### src/rtl/spike_encoder_array.sv
// Multi-channel rate-to-spike encoder: per-channel rate registers swept one channel per
// cycle through a shared Galois LFSR / phase adder, with optional refractory suppression.
module spike_encoder_array #(
    parameter int                N_CH      = 16,
    parameter int                FREQ_W    = 8,
    parameter int                LFSR_W    = 16,
    parameter logic [LFSR_W-1:0] LFSR_TAPS = 'hB400,
    parameter int                REFRAC    = 0,
    parameter int                AW        = $clog2(N_CH)
) (
    input  logic              clk,
    input  logic              rst,
    input  logic [LFSR_W-1:0] seed,
    input  logic              cfg_we,
    input  logic [AW-1:0]     cfg_addr,
    input  logic [FREQ_W-1:0] cfg_freq,
    input  logic              mode,
    input  logic              tick,
    output logic              busy,
    output logic [N_CH-1:0]   spikes,
    output logic              spikes_valid,
    output logic              tick_dropped
);

    localparam logic [0:0] STATE_IDLE  = 1'b0;
    localparam logic [0:0] STATE_SWEEP = 1'b1;
    localparam logic [3:0] REFRAC_LEN  = 4'(REFRAC);

    logic [0:0]        state_q;
    logic [AW-1:0]     ch_q;
    logic              mode_q;
    logic              done_q;
    logic              valid_q;
    logic              drop_q;
    logic [LFSR_W-1:0] lfsr_q;
    logic [LFSR_W-1:0] lfsr_d;
    logic [N_CH-1:0]   shadow_q;
    logic [N_CH-1:0]   spikes_q;

    logic [FREQ_W-1:0] freq_q [N_CH];
    logic [FREQ_W-1:0] acc_q  [N_CH];
    logic [3:0]        refr_q [N_CH];

    logic [FREQ_W-1:0] rnd;
    logic [FREQ_W-1:0] freq_cur;
    logic [FREQ_W-1:0] acc_cur;
    logic [FREQ_W-1:0] acc_d;
    logic [3:0]        refr_cur;
    logic              carry;
    logic              cand;
    logic              spike_bit;
    logic              last_ch;
    logic              sweeping;

    // Shared datapath: evaluates only the channel currently selected by ch_q.
    always_comb begin
        rnd       = lfsr_q[LFSR_W-1 -: FREQ_W];
        lfsr_d    = (lfsr_q >> 1) ^ (lfsr_q[0] ? LFSR_TAPS : '0);
        freq_cur  = freq_q[ch_q];
        acc_cur   = acc_q[ch_q];
        refr_cur  = refr_q[ch_q];
        {carry, acc_d} = {1'b0, acc_cur} + {1'b0, freq_cur};
        cand      = mode_q ? carry : (rnd < freq_cur);
        spike_bit = cand && (refr_cur == 4'd0);
        last_ch   = (ch_q == AW'(N_CH - 1));
        sweeping  = (state_q == STATE_SWEEP);
    end

    // Per-channel state; a same-cycle write and sweep of a channel sees the old rate.
    generate
        for (genvar gi = 0; gi < N_CH; gi++) begin : g_ch
            logic hit;
            assign hit = sweeping && (ch_q == AW'(gi));

            always_ff @(posedge clk) begin
                if (rst) begin
                    freq_q[gi] <= '0;
                    acc_q[gi]  <= '0;
                    refr_q[gi] <= '0;
                end else begin
                    if (cfg_we && (cfg_addr == AW'(gi))) begin
                        freq_q[gi] <= cfg_freq;
                    end
                    if (hit) begin
                        acc_q[gi] <= acc_d;
                        if (spike_bit) begin
                            refr_q[gi] <= REFRAC_LEN;
                        end else if (refr_q[gi] != 4'd0) begin
                            refr_q[gi] <= refr_q[gi] - 4'd1;
                        end
                    end
                end
            end
        end
    endgenerate

    always_ff @(posedge clk) begin
        if (rst) begin
            state_q  <= STATE_IDLE;
            ch_q     <= '0;
            mode_q   <= 1'b0;
            done_q   <= 1'b0;
            valid_q  <= 1'b0;
            drop_q   <= 1'b0;
            lfsr_q   <= (seed == '0) ? LFSR_W'(1) : seed;
            shadow_q <= '0;
            spikes_q <= '0;
        end else begin
            valid_q <= 1'b0;
            drop_q  <= 1'b0;
            done_q  <= 1'b0;
            // Publish one edge after the last channel so the output stage stays registered.
            if (done_q) begin
                spikes_q <= shadow_q;
                valid_q  <= 1'b1;
            end
            case (state_q)
                STATE_IDLE: begin
                    if (tick) begin
                        state_q  <= STATE_SWEEP;
                        ch_q     <= '0;
                        mode_q   <= mode;
                        shadow_q <= '0;
                    end
                end
                default: begin
                    drop_q         <= tick;
                    lfsr_q         <= lfsr_d;
                    shadow_q[ch_q] <= spike_bit;
                    if (last_ch) begin
                        state_q <= STATE_IDLE;
                        done_q  <= 1'b1;
                    end else begin
                        ch_q <= ch_q + AW'(1);
                    end
                end
            endcase
        end
    end

    assign busy         = (state_q == STATE_SWEEP);
    assign spikes       = spikes_q;
    assign spikes_valid = valid_q;
    assign tick_dropped = drop_q;

endmodule

### config.mk
export PLATFORM = sky130hd
export DESIGN_NAME = spike_encoder_array
export DESIGN_NICKNAME = d
export VERILOG_FILES = /design/src/rtl/spike_encoder_array.sv
export SDC_FILE = /design/constraint.sdc
export NUM_CORES = 1
export LEC_CHECK = 0
export BUFFER_PORTS_ARGS = -buffer_cell sky130_fd_sc_hd__clkbuf_2
export CORE_MARGIN = 5
export CORE_UTILIZATION = 42
export CTS_CLUSTER_SIZE = 14
export DETAILED_ROUTE_END_ITERATION = 7
export SETUP_SLACK_MARGIN = 0.1
export SLEW_MARGIN = 20
export SYNTH_ARGS = -nofsm -noshare
export SYNTH_HDL_FRONTEND = slang
export SYNTH_SLANG_ARGS = --single-unit
### constraint.sdc
create_clock -name clk -period 7 [get_ports clk]
set_input_delay 1.75 -clock clk [delete_from_list [all_inputs] [get_ports clk]]
set_output_delay 1.75 -clock clk [all_outputs]
set_load 0.005 [all_outputs]
==> run_results.csv <==
group,metric,value,unit
cts,clock_latency,0.57,ns
worst_hold_path,hold_start,"shadow_q[5]",
drt,drt-total-wl,45.45,mm
final_layout,area_delta_synth_final,12.71,%
power_and_ir_drop,ir_worst_vdd,176.8,uV
cts,cts-resized-gates,0,
global_routing,grt_pass1_wl,69.46,mm
yosys,synth-async-reset-ratio,0,%
yosys,synth-edff-count,336,
drt,num_vias,11327,
final_layout,layout.nets,1497,
setup_path,critPathLaunchType,"flop",
power_and_ir_drop,p_int,0.004135,W
power_and_ir_drop,clkPwrFrac,41.5,%
global_routing,antenna_found_initial,0,
final_layout,layout_common_cells,"edfxtp_1, nor2_1, and2_1",
drt,drcViolationCount,0,
timing,worst_pin_slew,1.116,ns
setup_path,crit_path_end_kind,"flop",
placed_design,dp_hpwl,30.97,mm
power_and_ir_drop,leakage,7.602,nW
cts,cts_htree_levels,2,
run_status,status,"complete, no violations",
floorplanning,io_pins,52,
yosys,synth_compound_area_share,6.502,%
timing,relSlewSlack,25.62,%
setup_path,r2r-end,"refr_q[4][1]",
final_layout,insertedDiodeCount,0,
placed_design,placed_cell_area,19120,um^2
timing,min_period_over_period,76.34,%
yosys,yosys-top-cells-area,"edfxtp_1, mux4_2, dfxtp_1, and2_1, nor2_1",
yosys,synthMuxAreaShare,11.70,%
cts,ctsLongestPathBuffers,3,
floorplanning,fp-row-count,76,
yosys,syn_area,18220,um^2
setup_path,crit_required,7.26,ns
power_and_ir_drop,power,0.005511,W
setup_path,crit_fanout,34,
cts,clock_sinks,381,
power_and_ir_drop,switching_power,0.001376,W
cts,ctsRootBufferMaster,"clkbuf_16",
timing,max_freq,187.1,MHz
setup_path,critical_path_arrival,5.61,ns
yosys,synth-xor-area-share,1.298,%
floorplanning,initial_core_util,42.40,%
floorplanning,die_h,218.3,um
global_routing,grt_max_degree,50,
worst_hold_path,min_to,"shadow_q[5]",
cts,holdBufCountCts,0,
yosys,yosys.area_share.simple,14.76,%
placed_design,dp.cells,1969,
yosys,synth_fa_ha_area_share,2.513,%
final_layout,design_area,20540,um^2
final_layout,final_common_cell,"edfxtp_1",
drt,first_iter_violations,1121,
flow_run,drv_cap,0,
global_routing,grt_util_all_layers,19.18,%
setup_path,reg2regPathDepth,10,
final_layout,drive_gt1_share,18.21,%
timing,setup_viol,0,
floorplanning,die-area,47650,um^2
floorplanning,dieWidth,218.3,um
timing,hold_viol,0,
cts,cts_tree,"built",
power_and_ir_drop,pwr-share-seq,47.9,%
yosys,synth-main-ff-cell,"edfxtp_1",
cts,path_clk_slew,0.06,ns
yosys,syn_inst,1385,
cts,post_cts_buffers,0,
placed_design,gp_congestion,0.8172,
drt,wl_per_cell,22.21,um
cts,cts_buffers,42,
yosys,synth_top_family_by_area,"simple AND/OR/NAND/NOR gates",
global_routing,grt_pass1_vias,11327,
power_and_ir_drop,pwr_density_cell,268.3,nW/um^2
yosys,ys_ff_latch,381,
timing,fin_tns_setup,0,ns
power_and_ir_drop,sw_frac_of_total,24.97,%
worst_hold_path,min_path_cells,2,
yosys,syn-num-nets,1454,
yosys,yosysSeqAreaShare,60.31,%
global_routing,overflow,0,
power_and_ir_drop,pwr-share-comb,10.6,%
timing,grt_setup_unrepaired,"no",
timing,clock-skew-final,0.02924,ns
yosys,synth.top_cell.area_share,55.37,%
timing,post-route-min-period,5.344,ns
yosys,yosysWarnings,0,
timing,drv_slew,0,
floorplanning,core-area,42980,um^2
setup_path,worst-r2r-setup-slack,1.66,ns
worst_hold_path,hp-class,"flop to flop",
yosys,synth.largest_area_cell,"edfxtp_1",
final_layout,instances_no_fill,2046,
placed_design,portBuffers,51,
drt,final_antenna_net_count,0,
yosys,syn_area_per_cell,13.16,um^2
drt,firstDrtPassIters,5,
drt,via_per_inst,5.536,
setup_path,critPathKind,"flop to flop",
yosys,synth_cell_types,56,
==> worst max-delay path, stage by stage (launching register included) <==
cell and delay (ns):
dfxtp_2 0.95, buf_4 0.42, mux4_2 0.35, mux4_2 0.52, inv_1 0.09, ha_1 0.23
a2111oi_0 0.51, nand3_1 0.23, o22ai_2 0.64, o31a_1 0.95, nor3b_1 0.12
==> logic make-up (layout without fill, tap and decap cells) <==
logic type,count (synthesis),after routing
XOR/XNOR,27,27
AO/OA/AOI/OAI,167,167
flip-flops,381,381
multiplexers,114,114
buffers and inverters,129,205
AND/OR/NAND/NOR,531,531
adder cells (fa/ha/maj),36,36
==> layout make-up <==
class                      count  area [um^2]
clock buffer                  50         1155
tap                          585        732.0
fill                        3819        22440
sequential                   381        11000
multi-input combinational    875         6733
timing repair buffer          77        465.4
inverter                      51        191.4
clock inverter                27        266.5
==> sequential cells by signal, indices dropped and copies added (netlist names), 4 cells and up, named ones only <==
name      cells
acc_q       128
freq_q      128
refr_q       64
lfsr_q       16
shadow_q     16
spikes       16
ch_q          4
==> power by group through the flow <==
stage          Sequential [W]  Combinational, W  Clock (W)
2_1_floorplan         0.00265          0.000403          0
3_3_place_gp          0.00269          0.000577          0
3_5_place_dp          0.00269          0.000583          0
4_1_cts               0.00264          0.000586    0.00234
5_1_grt               0.00265          0.000632    0.00243
6_report              0.00264          0.000583    0.00229
==> synth_stat cells, types with 15 or more instances <==
cell type,count
nand3_1,15
nand2_1,90
xor2_1,22
o21ai_0,26
clkbuf_1,54
mux2i_1,24
nor3_1,18
and2_1,134
o311ai_0,15
mux4_2,78
dfxtp_1,45
and3_1,37
edfxtp_1,336
nor2_1,180
a21oi_1,55
ha_1,35
inv_1,50
nor4_1,17
==> routing by layer <==
layer	vias to the layer above	part of all wire (%)	GRT usage, %
met2	329	49	31.34
met3	58	6.1	3.518
met4	0	2.2	4.940
met1	5698	43	26.77
met5	-	0	0
li1	5242	-	-
==> worst max-delay path by stage <==
| stage | start | end | slack [ns] | cells past startpoint |
|---|---|---|---|---|
| after floorplan | flop | refr_q[7][0] | 2.46 | 15 |
| after global placement | flop | refr_q[11][1] | 1.62 | 10 |
| after global routing | flop | refr_q[7][2] | 1.22 | 14 |
| final | flop | refr_q[4][1] | 1.66 | 10 |
| after CTS | flop | refr_q[4][1] | 1.51 | 10 |
| after detailed placement | flop | refr_q[4][1] | 1.53 | 10 |
==> through the flow <==
step	utilization (%)	setup slack (ns)	hold WS, ns
6_report	47.78	1.656	0.4803
5_1_grt	47.78	1.224	0.5009
4_1_cts	47.78	1.514	0.4815
3_5_place_dp	44.48	1.528	0.4710
3_3_place_gp	44.48	1.616	0.4715
2_1_floorplan	-	2.456	0.4408
Note: power is estimated with default switching activity, not from simulation.
